### src/rtl/uart_loader_pkg.sv
// Shared types and helpers for the UART boot loader: FSM states, framing
// constants and the byte-enable mask derived from a lane count.
package uart_loader_pkg;

  typedef enum logic [2:0] {
    IDLE  = 3'd0,
    LEN   = 3'd1,
    DATA  = 3'd2,
    WRITE = 3'd3,
    DONE  = 3'd4,
    ERR   = 3'd5
  } state_t;

  localparam int BYTES_PER_WORD = 4;
  localparam int HDR_BYTES      = 4;

  // Low n lanes enabled; a full word enables all four.
  function automatic logic [3:0] wmask_from_count(input logic [2:0] count);
    if (count >= 3'(BYTES_PER_WORD)) return 4'b1111;
    return 4'((5'd1 << count) - 5'd1);
  endfunction

endpackage

### src/rtl/uart_word_packer.sv
// Packs a byte stream into a 32-bit little-endian word; the byte written
// at lane_count k lands in bits [8k+7:8k].
module uart_word_packer
  import uart_loader_pkg::*;
(
  input  logic        clk,
  input  logic        rst_n,
  input  logic [7:0]  byte_i,
  input  logic        byte_valid_i,
  input  logic        clear_i,
  output logic [31:0] word_o,
  output logic [2:0]  lane_count_o,
  output logic        full_o
);

  logic [31:0] word_q;
  logic [2:0]  count_q;

  // NOTE: sequential state is updated only with non-blocking assignments so
  // every flop samples the pre-edge values of its neighbours.
  always_ff @(posedge clk) begin
    if (!rst_n) begin
      word_q  <= '0;
      count_q <= '0;
    end else if (clear_i) begin
      word_q  <= '0;
      count_q <= '0;
    end else if (byte_valid_i && !full_o) begin
      word_q[8*count_q[1:0] +: 8] <= byte_i;
      count_q                     <= count_q + 3'd1;
    end
  end

  assign word_o       = word_q;
  assign lane_count_o = count_q;
  assign full_o       = (count_q == 3'(BYTES_PER_WORD));

endmodule

### src/rtl/uart_boot_loader.sv
// Boot loader: parses a 4-byte little-endian length header from the UART
// byte stream and writes the payload to memory as 32-bit valid/ready words.
module uart_boot_loader
  import uart_loader_pkg::*;
#(
  parameter logic [31:0] BASE_ADDR = 32'h0000_0000,
  parameter logic [31:0] MAX_BYTES = 32'h0001_0000
) (
  input  logic        clk,
  input  logic        rst_n,
  input  logic        start,
  input  logic [7:0]  rx_data,
  input  logic        rx_valid,
  output logic [31:0] mem_addr,
  output logic [31:0] mem_wdata,
  output logic [3:0]  mem_wmask,
  output logic        mem_valid,
  input  logic        mem_ready,
  output logic        busy,
  output logic        done,
  output logic        err_overflow,
  output logic        err_toobig
);

  state_t      state_q, state_d;
  logic [31:0] addr_q, addr_d;
  logic [31:0] remaining_q, remaining_d;
  logic [31:0] len_q, len_d;
  logic [1:0]  hdr_cnt_q, hdr_cnt_d;
  logic [7:0]  hold_q, hold_d;
  logic        hold_full_q, hold_full_d;
  logic        done_q, done_d;
  logic        ovf_q, ovf_d;
  logic        toobig_q, toobig_d;
  logic        busy_q, mem_valid_q;

  logic [7:0]  pk_byte;
  logic        pk_valid, pk_clear, pk_full;
  logic [31:0] pk_word;
  logic [2:0]  pk_count;
  logic [31:0] len_full;

  uart_word_packer u_packer (
    .clk          (clk),
    .rst_n        (rst_n),
    .byte_i       (pk_byte),
    .byte_valid_i (pk_valid),
    .clear_i      (pk_clear),
    .word_o       (pk_word),
    .lane_count_o (pk_count),
    .full_o       (pk_full)
  );

  assign len_full = {rx_data, len_q[31:8]};

  always_comb begin
    // NOTE: every variable gets a default first so no path leaves it
    // unassigned, which would otherwise infer a latch.
    state_d     = state_q;
    addr_d      = addr_q;
    remaining_d = remaining_q;
    len_d       = len_q;
    hdr_cnt_d   = hdr_cnt_q;
    hold_d      = hold_q;
    hold_full_d = hold_full_q;
    done_d      = done_q;
    ovf_d       = ovf_q;
    toobig_d    = toobig_q;
    pk_byte     = rx_data;
    pk_valid    = 1'b0;
    pk_clear    = 1'b0;

    unique case (state_q)
      IDLE, DONE, ERR: begin
        if (start) begin
          state_d     = LEN;
          done_d      = 1'b0;
          ovf_d       = 1'b0;
          toobig_d    = 1'b0;
          addr_d      = BASE_ADDR;
          hdr_cnt_d   = '0;
          len_d       = '0;
          remaining_d = '0;
          hold_full_d = 1'b0;
          pk_clear    = 1'b1;
        end
      end

      LEN: begin
        if (rx_valid) begin
          len_d     = len_full;
          hdr_cnt_d = hdr_cnt_q + 2'd1;
          if (hdr_cnt_q == 2'(HDR_BYTES - 1)) begin
            if (len_full > MAX_BYTES) begin
              state_d  = ERR;
              toobig_d = 1'b1;
            end else if (len_full == '0) begin
              state_d = DONE;
              done_d  = 1'b1;
            end else begin
              state_d     = DATA;
              remaining_d = len_full;
            end
          end
        end
      end

      DATA: begin
        if (hold_full_q || rx_valid) begin
          pk_valid    = 1'b1;
          pk_byte     = hold_full_q ? hold_q : rx_data;
          remaining_d = (remaining_q != '0) ? remaining_q - 32'd1 : '0;
          if (pk_count == 3'(BYTES_PER_WORD - 1) || remaining_q <= 32'd1)
            state_d = WRITE;
          // Draining the hold frees it for a concurrent byte unless that byte is surplus.
          if (hold_full_q) begin
            hold_full_d = rx_valid && (remaining_q > 32'd1);
            if (rx_valid) hold_d = rx_data;
          end
        end
      end

      WRITE: begin
        if (mem_ready) begin
          addr_d   = addr_q + 32'(BYTES_PER_WORD);
          pk_clear = 1'b1;
          if (remaining_q == '0) begin
            state_d = DONE;
            done_d  = 1'b1;
          end else begin
            state_d = DATA;
          end
        end
        // A byte is surplus once the hold already covers every byte still owed.
        if (rx_valid && (remaining_q != {31'b0, hold_full_q})) begin
          if (!hold_full_q) begin
            hold_d      = rx_data;
            hold_full_d = 1'b1;
          end else begin
            state_d = ERR;
            ovf_d   = 1'b1;
            done_d  = 1'b0;
          end
        end
      end

      default: state_d = IDLE;
    endcase
  end

  always_ff @(posedge clk) begin
    if (!rst_n) begin
      state_q     <= IDLE;
      addr_q      <= '0;
      remaining_q <= '0;
      len_q       <= '0;
      hdr_cnt_q   <= '0;
      hold_q      <= '0;
      hold_full_q <= 1'b0;
      done_q      <= 1'b0;
      ovf_q       <= 1'b0;
      toobig_q    <= 1'b0;
      busy_q      <= 1'b0;
      mem_valid_q <= 1'b0;
    end else begin
      state_q     <= state_d;
      addr_q      <= addr_d;
      remaining_q <= remaining_d;
      len_q       <= len_d;
      hdr_cnt_q   <= hdr_cnt_d;
      hold_q      <= hold_d;
      hold_full_q <= hold_full_d;
      done_q      <= done_d;
      ovf_q       <= ovf_d;
      toobig_q    <= toobig_d;
      busy_q      <= (state_d == LEN) || (state_d == DATA) || (state_d == WRITE);
      mem_valid_q <= (state_d == WRITE);
    end
  end

  assign mem_addr     = addr_q;
  assign mem_wdata    = pk_word;
  assign mem_wmask    = pk_full ? 4'b1111 : wmask_from_count(pk_count);
  assign mem_valid    = mem_valid_q;
  assign busy         = busy_q;
  assign done         = done_q;
  assign err_overflow = ovf_q;
  assign err_toobig   = toobig_q;

endmodule

### config.mk
export PLATFORM = sky130hd
export DESIGN_NAME = uart_boot_loader
export DESIGN_NICKNAME = d
export VERILOG_FILES = /design/src/rtl/uart_loader_pkg.sv /design/src/rtl/uart_word_packer.sv /design/src/rtl/uart_boot_loader.sv
export SDC_FILE = /design/constraint.sdc
export NUM_CORES = 1
export LEC_CHECK = 0
export ABC_AREA = 0
export ABC_CLOCK_PERIOD_IN_PS = 2000
export BUFFER_PORTS_ARGS = -buffer_cell sky130_fd_sc_hd__buf_4
export CORE_ASPECT_RATIO = 1.2
export CORE_UTILIZATION = 53
export DETAILED_ROUTE_END_ITERATION = 16
export GPL_TIMING_DRIVEN = 0
export PLACE_DENSITY_LB_ADDON = 0.25
export SLEW_MARGIN = 20
export SYNTH_ARGS = -nofsm -noshare
export SYNTH_HDL_FRONTEND = slang
export SYNTH_HIERARCHICAL = 1
export SYNTH_SLANG_ARGS = --single-unit
### constraint.sdc
create_clock -name clk -period 2 [get_ports clk]
set_input_delay 0.1 -clock clk [delete_from_list [all_inputs] [get_ports clk]]
set_output_delay 0.1 -clock clk [all_outputs]
set_load 0.01 [all_outputs]
==> results by group <==
Status
  – Status: finished, violations left
  – Failing checks: negative setup slack

Route
  – WL final: 23100 um
  – Initial DRC count: 771
  – WL/cell: 19.8 um
  – Vias/cell: 6.28
  – ANT nets after route: 0
  – Post-route DRC: 0
  – Via count: 7302
  – First-pass iteration count of the detailed router: 5

Worst setup path
  – Worst setup EP type: register
  – R2R Path Start: remaining_q[24]
  – R2r endpoint: remaining_q[10]
  – Critical path buffers and inverters: 2
  – R2R depth: 8
  – CP Cell Sequence: nor4_4, nand4b_4, buf_6, o31ai_4, buf_4, nor2_1, a22oi_1, o22ai_1
  – Family with the most delay on the worst path: simple AND/OR/NAND/NOR gates
  – Slowest stage cell, crit path: dfxtp_1
  – R2R setup slack: -0.21 ns
  – Worst EP arrival: 2.50 ns
  – Slowest cell delay on critical path: 0.39 ns
  – Critical path required time: 2.29 ns
  – Critical Path Fanout Max: 6
  – Setup crit start kind: register
  – Crit Path Category: reg -> reg

Clock network
  – Clk pin slew, worst setup/hold paths: 0.06 ns
  – Clk_lat worst skew: 0.43 ns
  – Clock sinks: 140
  – CTS root buf: clkbuf_16
  – CTS buffer count: 17
  – CTS Buffer Depth: 2
  – Max H-tree Level: 4
  – CTS tree: built

STA
  – Finish-stage setup viols: 42
  – Worst setup margin: -0.212 ns
  – Headroom to the max-slew limit: 0.432
  – Final Hold Viols: 0
  – Fin crit period: 2.21 ns
  – Hold Slack: 0.0135 ns
  – RSZ-0062 raised after global routing: yes
  – Max Fclk: 452 MHz
  – Final Skew: 0.00897 ns
  – Max Slew Vio Count: 0
  – Worst-margin pin slew: 0.852 ns
  – Final cycle utilization of the critical path: 1.11

Logic synthesis
  – Ys async rst share: 0
  – Flip-flop and latch count after synthesis: 140
  – Syn avg cell area: 8.50 um2
  – Netlist cell types: 74
  – Synth warnings: 6
  – Cell area after synthesis: 6950 um2
  – Post-synth EDFFs: 0
  – Ys flop type: dfxtp_1
  – Sequential-to-total area share from yosys stat: 0.403
  – Gate Count Post-Synth: 817

Flow run
  – Max_cap viols: 0

Worst hold path
  – Class of the worst hold path: in -> reg
  – Min-delay src: rst_n
  – WHS Path Cells: 3
  – Worst hold endpoint: u_packer/lane_count_o[1]

GRT
  – Vias in the first global route: 6649
  – Largest net degree at the start of global routing: 17
  – First-pass GRT wire length: 32800 um
  – Grt total ovfl: 0
  – Number of antenna violations at the first check in global routing: 0
  – Gr usage total: 0.301

Place
  – Post-DP HPWL: 12900 um
  – Gpl congestion: 0.910
  – Port Buffers: 83
  – DP Area: 7790 um2

Power
  – Max VDD drop: 0.484 mV
  – Leakage: 3.74 nW
  – Power Dens Cells: 736 nW/um2

Final layout
  – Filler cell count: 883
  – Layout net count: 1009
  – Share of cells above drive strength 1: 0.360
  – Antenna cells: 0
  – P&R area growth vs syn: 39.8%
  – Final Cell Area: 9720 um2
  – Util after Layout: 0.764

Floorplan
  – Starting Density: 0.546
  – DIE AREA: 13600 um2
  – Row cnt: 45
  – I/O pin count: 86
  – Die Y: 127 um
  – Core area: 12700 um2
  – Die outline width: 107 um
[per-layer routing]
layer	global-route usage	vias up	share of wire
met5	0	-	0
li1	-	3315	-
met3	0.0551	120	0.069
met1	0.356	3495	0.37
met2	0.517	372	0.51
met4	0.157	0	0.052
[sequential cells by signal, summed over array words and instances (netlist names)]
signal and flops:
remaining_q 32, u_packer/word_o 32, mem_addr 30, len_q 24
hold_q 8, state_q 3, u_packer/lane_count_o 3, hdr_cnt_q 2
busy 1, done 1, err_overflow 1, err_toobig 1
hold_full_q 1, mem_valid 1
[power breakdown]
group          total (mW)  switching (mW)  internal [mW]
clock network        3.30            1.27           2.03
registers            2.84          0.0390           2.80
logic                1.02           0.613          0.403
[worst register-to-register path, delay by kind of cell, from the launching register on]
| family | cells | cell delay (ns) |
|---|---|---|
| simple gates | 3 | 0.66 |
| compound gates | 3 | 0.61 |
| buf+inv | 2 | 0.42 |
| flops | 1 | 0.39 |
[synthesized netlist by cell type (3+ instances only)]
| cell type | count | area (um2) |
|---|---|---|
| nand2b_1 | 4 | 25.0 |
| or2_2 | 5 | 31.3 |
| a21oi_1 | 64 | 320 |
| nand4_1 | 9 | 56.3 |
| nand2_1 | 83 | 312 |
| dfxtp_1 | 140 | 2800 |
| o22ai_1 | 6 | 37.5 |
| nor2b_1 | 3 | 18.8 |
| nor2_1 | 87 | 327 |
| mux2_2 | 9 | 101 |
| o211ai_1 | 8 | 60.1 |
| or4_1 | 5 | 37.5 |
| nor4_1 | 14 | 87.6 |
| o21ai_0 | 39 | 195 |
| xnor2_1 | 11 | 96.3 |
| nor4_2 | 3 | 37.5 |
| nand3_1 | 57 | 285 |
| buf_1 | 3 | 11.3 |
| clkbuf_1 | 31 | 116 |
| inv_1 | 18 | 67.6 |
| nor4b_1 | 3 | 26.3 |
| and2_1 | 14 | 87.6 |
| o21ai_1 | 5 | 25.0 |
| a2111oi_2 | 8 | 120 |
| a32oi_1 | 4 | 35.0 |
| a32o_1 | 27 | 270 |
| nor4_4 | 6 | 128 |
| a311oi_1 | 5 | 43.8 |
| ha_1 | 10 | 125 |
| xor2_1 | 20 | 175 |
| buf_2 | 7 | 35.0 |
| a22oi_1 | 6 | 45.0 |
| and4_1 | 3 | 26.3 |
| buf_4 | 7 | 52.6 |
| a31oi_1 | 4 | 25.0 |
| or3_1 | 13 | 81.3 |
| nor3b_1 | 4 | 30.0 |
| nor3_1 | 22 | 110 |
| and3_1 | 6 | 37.5 |
[cells in the final DEF, fill, tap and decap left out, types with 13 or more instances in the layout]
cell,n
clkbuf_16,18
dfxtp_1,118
xor2_1,20
nand2_1,77
clkbuf_2,13
nor2_1,79
nand3_1,52
buf_4,141
buf_6,16
a32o_1,26
o21ai_0,25
dfxtp_2,13
a21oi_1,59
o21ai_1,13
nor4_4,13
[stage by stage]
step / setup TNS, ns / setup WS [ns] / power [mW] / cells
4_1_cts: -0.386 / -0.0633 / 6.94 / 1141
3_5_place_dp: -44.80 / -0.607 / 3.52 / 1065
6_report: -2.95 / -0.212 / 7.15 / 1163
3_3_place_gp: -46.33 / -0.634 / 3.51 / 1065
5_1_grt: -6.47 / -0.310 / 7.35 / 1163
2_1_floorplan: -0.449 / -0.0177 / 3.34 / 818
[final cells by class]
cell class | count | area, um2 | area share
inverters | 18 | 77.6 | 0.00798
clock buffers | 19 | 453 | 0.0466
flip-flops and latches | 140 | 2850 | 0.294
plain buffers | 46 | 312 | 0.0321
well taps | 164 | 205 | 0.0211
repair buffers | 154 | 1240 | 0.128
multi-input cells | 609 | 4410 | 0.454
clock inverters | 13 | 165 | 0.0170
[worst max path at each step]
stage / end / cells past startpoint / startpoint
2_1_floorplan: remaining_q[22] / 8 / remaining_q[0]
3_3_place_gp: u_packer/word_o[24] / 7 / state_q[2]
6_report: remaining_q[10] / 8 / remaining_q[24]
3_5_place_dp: u_packer/word_o[22] / 7 / state_q[2]
4_1_cts: busy / 6 / remaining_q[23]
5_1_grt: remaining_q[10] / 8 / remaining_q[29]
[timing repair]
item | CTS | global route
hold buffers | 9 | 0
pin swaps | 38 | 45
buffers inserted | 37 | 22
resized for setup | 99 | 144
setup endpoints to repair | 136 | 131
endpoints found under the hold margin | 9 | 0
cloned | 0 | 3
[logic make-up after synthesis]
kind of cell,count (synthesis),share of synthesized area
adders and majority gates,10,0.0180
other,1,0.000540
DFF,140,0.403
xor gates and xnor gates,31,0.0391
and+or+nand+nor,355,0.271
muxes,11,0.0175
AOI/OAI and AO/OA,200,0.205
buffers and inverters,69,0.0447
No activity file was read; power rests on OpenSTA's default activity.
